## src/rtl/m_ext_ctrl_pkg.sv

```systemverilog
// m_ext_ctrl_pkg
//   Shared definitions for the RV32M execution sequencer:
//   funct3 codes, sequencer state encoding and the divide
//   special-case constants.
package m_ext_ctrl_pkg;

  localparam int XLEN = 32;

  localparam logic [2:0] F3_MUL    = 3'b000;
  localparam logic [2:0] F3_MULH   = 3'b001;
  localparam logic [2:0] F3_MULHSU = 3'b010;
  localparam logic [2:0] F3_MULHU  = 3'b011;
  localparam logic [2:0] F3_DIV    = 3'b100;
  localparam logic [2:0] F3_DIVU   = 3'b101;
  localparam logic [2:0] F3_REM    = 3'b110;
  localparam logic [2:0] F3_REMU   = 3'b111;

  localparam logic [XLEN-1:0] DIV_ZERO_Q = 32'hFFFF_FFFF;
  localparam logic [XLEN-1:0] INT_MIN    = 32'h8000_0000;
  localparam logic [XLEN-1:0] NEG_ONE    = 32'hFFFF_FFFF;

  typedef enum logic [1:0] {
    S_IDLE     = 2'd0,
    S_MUL_WAIT = 2'd1,
    S_DIV_WAIT = 2'd2,
    S_RESP     = 2'd3
  } state_t;

endpackage

```

## src/rtl/m_ext_ctrl_div_special.sv

```systemverilog
// m_div_special
//   Combinational detection of the divide cases that never reach the
//   divider: zero divisor (any divide/remainder) and signed overflow
//   (INT_MIN / -1 for DIV/REM). Produces the architectural result.
// Ports:
//   i_f3          funct3 of the offered operation
//   i_rs1, i_rs2  dividend, divisor
//   o_bypass      operation is resolved here, skip the divider
//   o_bypass_data result to return when o_bypass is set
module m_div_special
  import m_ext_ctrl_pkg::*;
(
  input  logic [2:0]      i_f3,
  input  logic [XLEN-1:0] i_rs1,
  input  logic [XLEN-1:0] i_rs2,
  output logic            o_bypass,
  output logic [XLEN-1:0] o_bypass_data
);

  logic w_zero;
  logic w_ovf;

  assign w_zero = i_f3[2] & (i_rs2 == '0);
  // Only the signed forms (f3[0]=0) can overflow.
  assign w_ovf  = i_f3[2] & ~i_f3[0] & (i_rs1 == INT_MIN) & (i_rs2 == NEG_ONE);

  assign o_bypass = w_zero | w_ovf;

  // f3[1] separates remainder (1) from quotient (0).
  always_comb begin
    o_bypass_data = '0;
    if (w_zero) begin
      o_bypass_data = i_f3[1] ? i_rs1 : DIV_ZERO_Q;
    end else if (w_ovf) begin
      o_bypass_data = i_f3[1] ? '0 : INT_MIN;
    end
  end

endmodule

```

## src/rtl/m_ext_ctrl.sv

```systemverilog
// m_ext_ctrl
//   Sequencer for the RV32M multiplier/divider. Accepts one operation
//   at a time, latches operands into flops that feed the units, issues a
//   one-cycle start pulse, waits (bounded by MAX_WAIT) for done and
//   returns a registered result. Divide special cases bypass the divider.
//
//   state      | meaning
//   -----------+-------------------------------------------------
//   S_IDLE     | ready for a new operation
//   S_MUL_WAIT | multiplier started, waiting for done or timeout
//   S_DIV_WAIT | divider started, waiting for done or timeout
//   S_RESP     | result held on o_rsp_*, waiting for i_rsp_ready
//
// Ports:
//   i_req_valid/o_req_ready, i_f3, i_rs1, i_rs2   request handshake
//   o_mul_*, i_mul_*                              multiplier interface
//   o_div_*, i_div_*                              divider interface
//   o_rsp_valid/i_rsp_ready, o_rsp_data, o_rsp_err response handshake
module m_ext_ctrl
  import m_ext_ctrl_pkg::*;
#(
  parameter int MAX_WAIT = 64
)
(
  input  logic            i_clk,
  input  logic            i_rstn,
  input  logic            i_req_valid,
  output logic            o_req_ready,
  input  logic [2:0]      i_f3,
  input  logic [XLEN-1:0] i_rs1,
  input  logic [XLEN-1:0] i_rs2,
  output logic            o_mul_start,
  output logic [32:0]     o_mul_a,
  output logic [32:0]     o_mul_b,
  input  logic            i_mul_done,
  input  logic [63:0]     i_mul_res,
  output logic            o_div_start,
  output logic [XLEN-1:0] o_div_a,
  output logic [XLEN-1:0] o_div_b,
  output logic            o_div_signed,
  input  logic            i_div_done,
  input  logic [XLEN-1:0] i_div_quo,
  input  logic [XLEN-1:0] i_div_rem,
  output logic            o_rsp_valid,
  input  logic            i_rsp_ready,
  output logic [XLEN-1:0] o_rsp_data,
  output logic            o_rsp_err
);

  localparam int CW = $clog2(MAX_WAIT + 1);

  state_t          r_state;
  state_t          w_next;
  logic [2:0]      r_f3;
  logic [CW-1:0]   r_cnt;
  logic            r_mul_start;
  logic            r_div_start;
  logic            r_div_signed;
  logic            r_rsp_err;
  logic [32:0]     r_mul_a;
  logic [32:0]     r_mul_b;
  logic [XLEN-1:0] r_div_a;
  logic [XLEN-1:0] r_div_b;
  logic [XLEN-1:0] r_rsp_data;
  logic            w_accept;
  logic            w_timeout;
  logic            w_bypass;
  logic [XLEN-1:0] w_bypass_data;

  m_div_special u_div_special (
    .i_f3          (i_f3),
    .i_rs1         (i_rs1),
    .i_rs2         (i_rs2),
    .o_bypass      (w_bypass),
    .o_bypass_data (w_bypass_data)
  );

  assign w_accept  = i_req_valid & (r_state == S_IDLE);
  assign w_timeout = (r_cnt == CW'(MAX_WAIT));

  always_ff @(posedge i_clk or negedge i_rstn) begin
    if (!i_rstn) begin
      r_state <= S_IDLE;
    end else begin
      r_state <= w_next;
    end
  end

  always_comb begin
    w_next = r_state;
    case (r_state)
      S_IDLE: begin
        if (w_accept) begin
          if (!i_f3[2])      w_next = S_MUL_WAIT;
          else if (w_bypass) w_next = S_RESP;
          else               w_next = S_DIV_WAIT;
        end
      end
      S_MUL_WAIT: if (i_mul_done || w_timeout) w_next = S_RESP;
      S_DIV_WAIT: if (i_div_done || w_timeout) w_next = S_RESP;
      S_RESP:     if (i_rsp_ready) w_next = S_IDLE;
      default:    w_next = S_IDLE;
    endcase
  end

  // Done is checked ahead of the timeout so a done arriving in the
  // terminal-count cycle still delivers a real result.
  always_ff @(posedge i_clk or negedge i_rstn) begin
    if (!i_rstn) begin
      r_f3         <= '0;
      r_cnt        <= '0;
      r_mul_start  <= 1'b0;
      r_div_start  <= 1'b0;
      r_div_signed <= 1'b0;
      r_mul_a      <= '0;
      r_mul_b      <= '0;
      r_div_a      <= '0;
      r_div_b      <= '0;
      r_rsp_data   <= '0;
      r_rsp_err    <= 1'b0;
    end else begin
      r_mul_start <= 1'b0;
      r_div_start <= 1'b0;
      case (r_state)
        S_IDLE: begin
          if (w_accept) begin
            r_f3         <= i_f3;
            r_cnt        <= '0;
            r_mul_a      <= {i_rs1[XLEN-1] & ((i_f3 == F3_MULH) || (i_f3 == F3_MULHSU)), i_rs1};
            r_mul_b      <= {i_rs2[XLEN-1] & (i_f3 == F3_MULH), i_rs2};
            r_div_a      <= i_rs1;
            r_div_b      <= i_rs2;
            r_div_signed <= i_f3[2] & ~i_f3[0];
            if (!i_f3[2]) begin
              r_mul_start <= 1'b1;
            end else if (w_bypass) begin
              r_rsp_data <= w_bypass_data;
              r_rsp_err  <= 1'b0;
            end else begin
              r_div_start <= 1'b1;
            end
          end
        end
        S_MUL_WAIT: begin
          if (i_mul_done) begin
            r_rsp_data <= (r_f3 == F3_MUL) ? i_mul_res[31:0] : i_mul_res[63:32];
            r_rsp_err  <= 1'b0;
          end else if (w_timeout) begin
            r_rsp_data <= '0;
            r_rsp_err  <= 1'b1;
          end else begin
            r_cnt <= r_cnt + 1'b1;
          end
        end
        S_DIV_WAIT: begin
          if (i_div_done) begin
            r_rsp_data <= r_f3[1] ? i_div_rem : i_div_quo;
            r_rsp_err  <= 1'b0;
          end else if (w_timeout) begin
            r_rsp_data <= '0;
            r_rsp_err  <= 1'b1;
          end else begin
            r_cnt <= r_cnt + 1'b1;
          end
        end
        default: ;
      endcase
    end
  end

  assign o_req_ready  = (r_state == S_IDLE);
  assign o_rsp_valid  = (r_state == S_RESP);
  assign o_mul_start  = r_mul_start;
  assign o_mul_a      = r_mul_a;
  assign o_mul_b      = r_mul_b;
  assign o_div_start  = r_div_start;
  assign o_div_a      = r_div_a;
  assign o_div_b      = r_div_b;
  assign o_div_signed = r_div_signed;
  assign o_rsp_data   = r_rsp_data;
  assign o_rsp_err    = r_rsp_err;

endmodule

```

## config.mk

```make
export PLATFORM = sky130hd
export DESIGN_NAME = m_ext_ctrl
export DESIGN_NICKNAME = d
export VERILOG_FILES = /design/src/rtl/m_ext_ctrl_pkg.sv /design/src/rtl/m_ext_ctrl_div_special.sv /design/src/rtl/m_ext_ctrl.sv
export SDC_FILE = /design/constraint.sdc
export NUM_CORES = 1
export LEC_CHECK = 0
export ABC_CLOCK_PERIOD_IN_PS = 1700
export CAP_MARGIN = 20
export CORE_AREA = 2 2 143 145
export DETAILED_ROUTE_END_ITERATION = 10
export DIE_AREA = 0 0 145 147
export PLACE_DENSITY = 0.85
export SETUP_SLACK_MARGIN = 0.2
export SYNTH_ARGS = -nofsm -noshare
export SYNTH_HDL_FRONTEND = slang
export SYNTH_HIERARCHICAL = 1
export SYNTH_SLANG_ARGS = --single-unit
export TNS_END_PERCENT = 10
```

## constraint.sdc

```tcl
create_clock -name i_clk -period 1.7 [get_ports i_clk]
set_input_delay 0.34 -clock i_clk [delete_from_list [all_inputs] [get_ports i_clk]]
set_output_delay 0.34 -clock i_clk [all_outputs]
set_load 0.02 [all_outputs]
```

==> summary.txt <==
Outcome
  – Result of the run: complete, but fails checks
  – Violated checks: negative setup slack

Logic synthesis
  – Post-Synthesis Mean Instance Area: 9.89 um2
  – Leading post-synthesis cells by cell area: sky130_fd_sc_hd__dfrtp_1 (41%), sky130_fd_sc_hd__mux2_1 (11%), sky130_fd_sc_hd__mux2i_1 (9.6%), sky130_fd_sc_hd__buf_4 (6.9%), sky130_fd_sc_hd__o221ai_1 (3.9%)
  – Synth warnings: 6
  – Most common cell in the synthesized netlist: sky130_fd_sc_hd__dfrtp_1
  – Number of flops mapped to enable cells by yosys: 0
  – Count of different cell masters after synthesis: 44
  – Top_reg_cell synth: sky130_fd_sc_hd__dfrtp_1
  – Syn nets: 915
  – Count of mapped cells out of synthesis: 707
  – Total standard cell area after synthesis: 0.00699 mm2
  – Post-synthesis sequential element count: 114
  – Post-synth ARST share: 1.00
  – Sequential-to-total area share from yosys stat: 0.408
  – Most frequent cells after synthesis: sky130_fd_sc_hd__dfrtp_1 (114), sky130_fd_sc_hd__mux2_1 (67), sky130_fd_sc_hd__mux2i_1 (67), sky130_fd_sc_hd__buf_4 (64), sky130_fd_sc_hd__nand2_1 (49)
  – Synth area leader: sky130_fd_sc_hd__dfrtp_1
  – Area share of the leading cell type in the synthesized netlist: 0.408

Worst setup path
  – CP endpoint kind: flop
  – WS Path Type: in -> reg
  – Biggest fanout along the worst timing path: 8
  – Worst-path cell with the longest stage delay: sky130_fd_sc_hd__clkdlybuf4s50_1
  – Type of element launching the critical path: input port
  – Required time at the endpoint of the critical path: 2030 ps
  – Cell class contributing the biggest share of worst-path delay: simple AND/OR/NAND/NOR gates
  – Data arrival time of the critical path: 2770 ps
  – Critical-path cell list: clkdlybuf4s50_1 -> nor4_2 -> buf_4 -> nand4_1 -> or3_4 -> o31ai_4 -> nand3_2 -> a21oi_4 -> buf_6 -> buf_12 -> a22oi_1 -> o21ai_1
  – Total buffers and inverters traversed by the critical path: 4
  – Stage delay of the slowest cell on the critical path: 450 ps

Detailed routing
  – Per-cell via count in the routed design: 5.10
  – Total wire length: 27,200 um
  – Initial detailed-routing violation count: 399
  – Post-detailed-route DRC marker count: 0
  – Antenna-violating nets left: 0
  – 1st-pass router iterations: 7
  – Via count: 7,093
  – Routed len/inst: 19.6 um

Clock network
  – Clock slew seen by the registers of the worst setup and hold paths: 60 ps
  – H-tree levels: 4
  – Clock tree from TritonCTS: done
  – Buffer levels on the longest clock path: 2
  – Skew-Pair Late Insertion Delay: 410 ps
  – TritonCTS Buffers: 17
  – Root Buffer: sky130_fd_sc_hd__clkbuf_16
  – Clock sink count: 114

Floorplan
  – I/O pin total: 369
  – Overall die height: 147 um
  – Standard cell core area: 0.0198 mm2
  – Standard-cell row count: 52
  – Die width: 145 um
  – Overall die area: 0.0213 mm2
  – Initial cell density of the core: 0.352

Place
  – Post-Place Worst Slack: -1610 ps
  – Placed cell count: 1,353
  – Gp weighted congestion: 0.878
  – Detailed placement HPWL: 20,900 um
  – Count of port buffers added during placement: 368

Timing
  – Share of the clock period used by the worst path: 1.43
  – Least-Margin Pin Slew: 445 ps
  – Final setup violation count: 43
  – Hold_ws: 192 ps
  – Endpoints failing hold: 0
  – Clock skew after layout: 8.79 ps
  – Count of final max-slew check failures: 0
  – Final critical-path setup slack: -738 ps
  – Maximum clock frequency: 410 MHz
  – Setup repair after global routing missed its margin: true
  – Post-layout min period: 2440 ps
  – Slew margin rel.: 0.701

Pwr
  – Power Dens Cells: 1950 mW/mm2
  – Switching power summed over all nets: 10.6 mW
  – Proportion of power drawn by combinational gates: 0.621
  – Cell internal power dissipation: 12.9 mW
  – Static power due to leakage: 5.44 nW
  – Proportion of power drawn by the clock network: 0.157
  – Sw Ratio: 0.450
  – Sequential group share of total power: 0.222
  – Peak VDD IR: 0.944 mV

Cells and area
  – Post-Layout Cell Count: 1,390
  – Multi-input gate area: 0.00353 mm2
  – Area taken by flip-flops and latches: 0.00285 mm2
  – Area added between synthesis and finish: 71.8%
  – Layout cell share with drive strength beyond 1: 0.267
  – Final #Nets: 1,316
  – Number of filler cells placed in the layout: 1,661
  – Final design utilization: 0.605
  – Ant. Diodes: 0

GRT
  – Global-route usage over all layers: 0.252
  – Antenna violations before repair: 0
  – Maximum number of pins on one net before global-route repair: 66
  – First-pass GRT wire length: 42,100 um
  – Remaining Overflow, GRT: 0
  – Number of global-route vias before repair: 7,460

Worst hold path
  – Kind of path behind the tightest hold check: in -> reg

Run
  – Maxcap violations: 0
==> power by group through the flow <==
stage               combinational, mW  clock, mW  sequential (mW)
detailed placement               14.7          0             5.19
global placement                 14.4          0             5.14
floorplan                        7.52          0             6.27
global route                     15.5       3.86             5.36
finish                           14.6       3.67             5.20
CTS                              14.4       3.73             5.15
==> registers in the layout, indices dropped and copies added (netlist names), 2 cells and up <==
| signal | count |
|---|---|
| o_rsp_data | 32 |
| o_mul_b | 33 |
| r_f3 | 3 |
| r_cnt | 7 |
| r_state | 2 |
| o_mul_a | 33 |
==> stage by stage <==
stage	instance area [um2]	power, mW	setup TNS, ps
finish	12000	23.4	-23470
global route	12000	24.7	-28740
detailed placement	11400	19.9	-59890
global placement	11400	19.5	-56850
floorplan	7030	13.8	-32780
CTS	12100	23.3	-22060
==> logic make-up after synthesis <==
kind of cell	after synthesis	synth area share
xor gates and xnor gates	1	0.00125
AOI/OAI and AO/OA	153	0.144
adders and majority gates	7	0.0125
muxes	134	0.204
buffers and inverters	153	0.125
and+or+nand+nor	145	0.105
DFF	114	0.408
==> metal layers <==
| layer | global-route usage | wire (um) | vias up |
|---|---|---|---|
| li1 | - | - | 3286 |
| met3 | 0.0578 | 1860 | 52 |
| met5 | 0 | 0 | - |
| met4 | 0.0827 | 756 | 0 |
| met2 | 0.448 | 13600 | 327 |
| met1 | 0.302 | 11000 | 3428 |
==> final timing paths <==
| check | start | to | slack, ps | cells past startpoint |
|---|---|---|---|---|
| worst max-delay path | i_rs2[22] | o_rsp_data[5] | -740 | 12 |
| worst min-delay path | i_rs1[11] | o_mul_a[11] | 190 | 2 |
| worst max register to register | r_state[0] | o_rsp_data[9] | -210 | 8 |
| worst min register to register | o_mul_a[32] | o_mul_a[32] | 500 | 2 |
| max in group asynchronous | i_rstn | r_f3[1] | 840 | 3 |
| min in group asynchronous | i_rstn | o_mul_b[12] | 260 | 2 |
==> timing repair <==
action                                  CTS  global route
resized for setup                       345           183
hold endpoints to repair                114             0
endpoints found under the setup margin  279           224
pin swaps                                30            30
hold buffers                              1             0
buffers inserted                          2             0
cloned                                    3             0
==> cell usage in the layout, fill, tap and decap left out, types with 5 or more instances in the layout <==
| cell | synthesis | routed |
|---|---|---|
| sky130_fd_sc_hd__clkdlybuf4s50_1 | 0 | 168 |
| sky130_fd_sc_hd__dfrtp_1 | 114 | 113 |
| sky130_fd_sc_hd__buf_4 | 64 | 109 |
| sky130_fd_sc_hd__clkdlybuf4s15_1 | 0 | 76 |
| sky130_fd_sc_hd__mux2i_1 | 67 | 67 |
| sky130_fd_sc_hd__mux2_1 | 67 | 62 |
| sky130_fd_sc_hd__clkbuf_2 | 0 | 56 |
| sky130_fd_sc_hd__nand2_1 | 49 | 48 |
| sky130_fd_sc_hd__o21ai_1 | 38 | 39 |
| sky130_fd_sc_hd__nor2_1 | 38 | 38 |
| sky130_fd_sc_hd__inv_1 | 39 | 37 |
| sky130_fd_sc_hd__a21oi_1 | 36 | 35 |
| sky130_fd_sc_hd__dlygate4sd2_1 | 0 | 33 |
| sky130_fd_sc_hd__o221ai_1 | 31 | 31 |
| sky130_fd_sc_hd__a22oi_2 | 0 | 18 |
| sky130_fd_sc_hd__clkbuf_16 | 0 | 17 |
| sky130_fd_sc_hd__buf_12 | 0 | 14 |
| sky130_fd_sc_hd__buf_2 | 13 | 13 |
| sky130_fd_sc_hd__a22oi_1 | 30 | 12 |
| sky130_fd_sc_hd__clkdlybuf4s15_2 | 0 | 12 |
| sky130_fd_sc_hd__nand4_1 | 9 | 9 |
| sky130_fd_sc_hd__nor4_1 | 12 | 6 |
| sky130_fd_sc_hd__mux2_4 | 0 | 5 |
| sky130_fd_sc_hd__nand3_1 | 7 | 5 |
| sky130_fd_sc_hd__nor4_2 | 0 | 5 |
==> cell type report <==
cell class,count,area share
Inverter,40,0.0127
Tap cell,270,0.0281
Clock inverter,13,0.0135
Multi-Input combinational cell,440,0.294
Timing Repair Buffer,495,0.378
Clock buffer,18,0.0366
Sequential cell,114,0.238
Power figures use the tool's default switching activity.
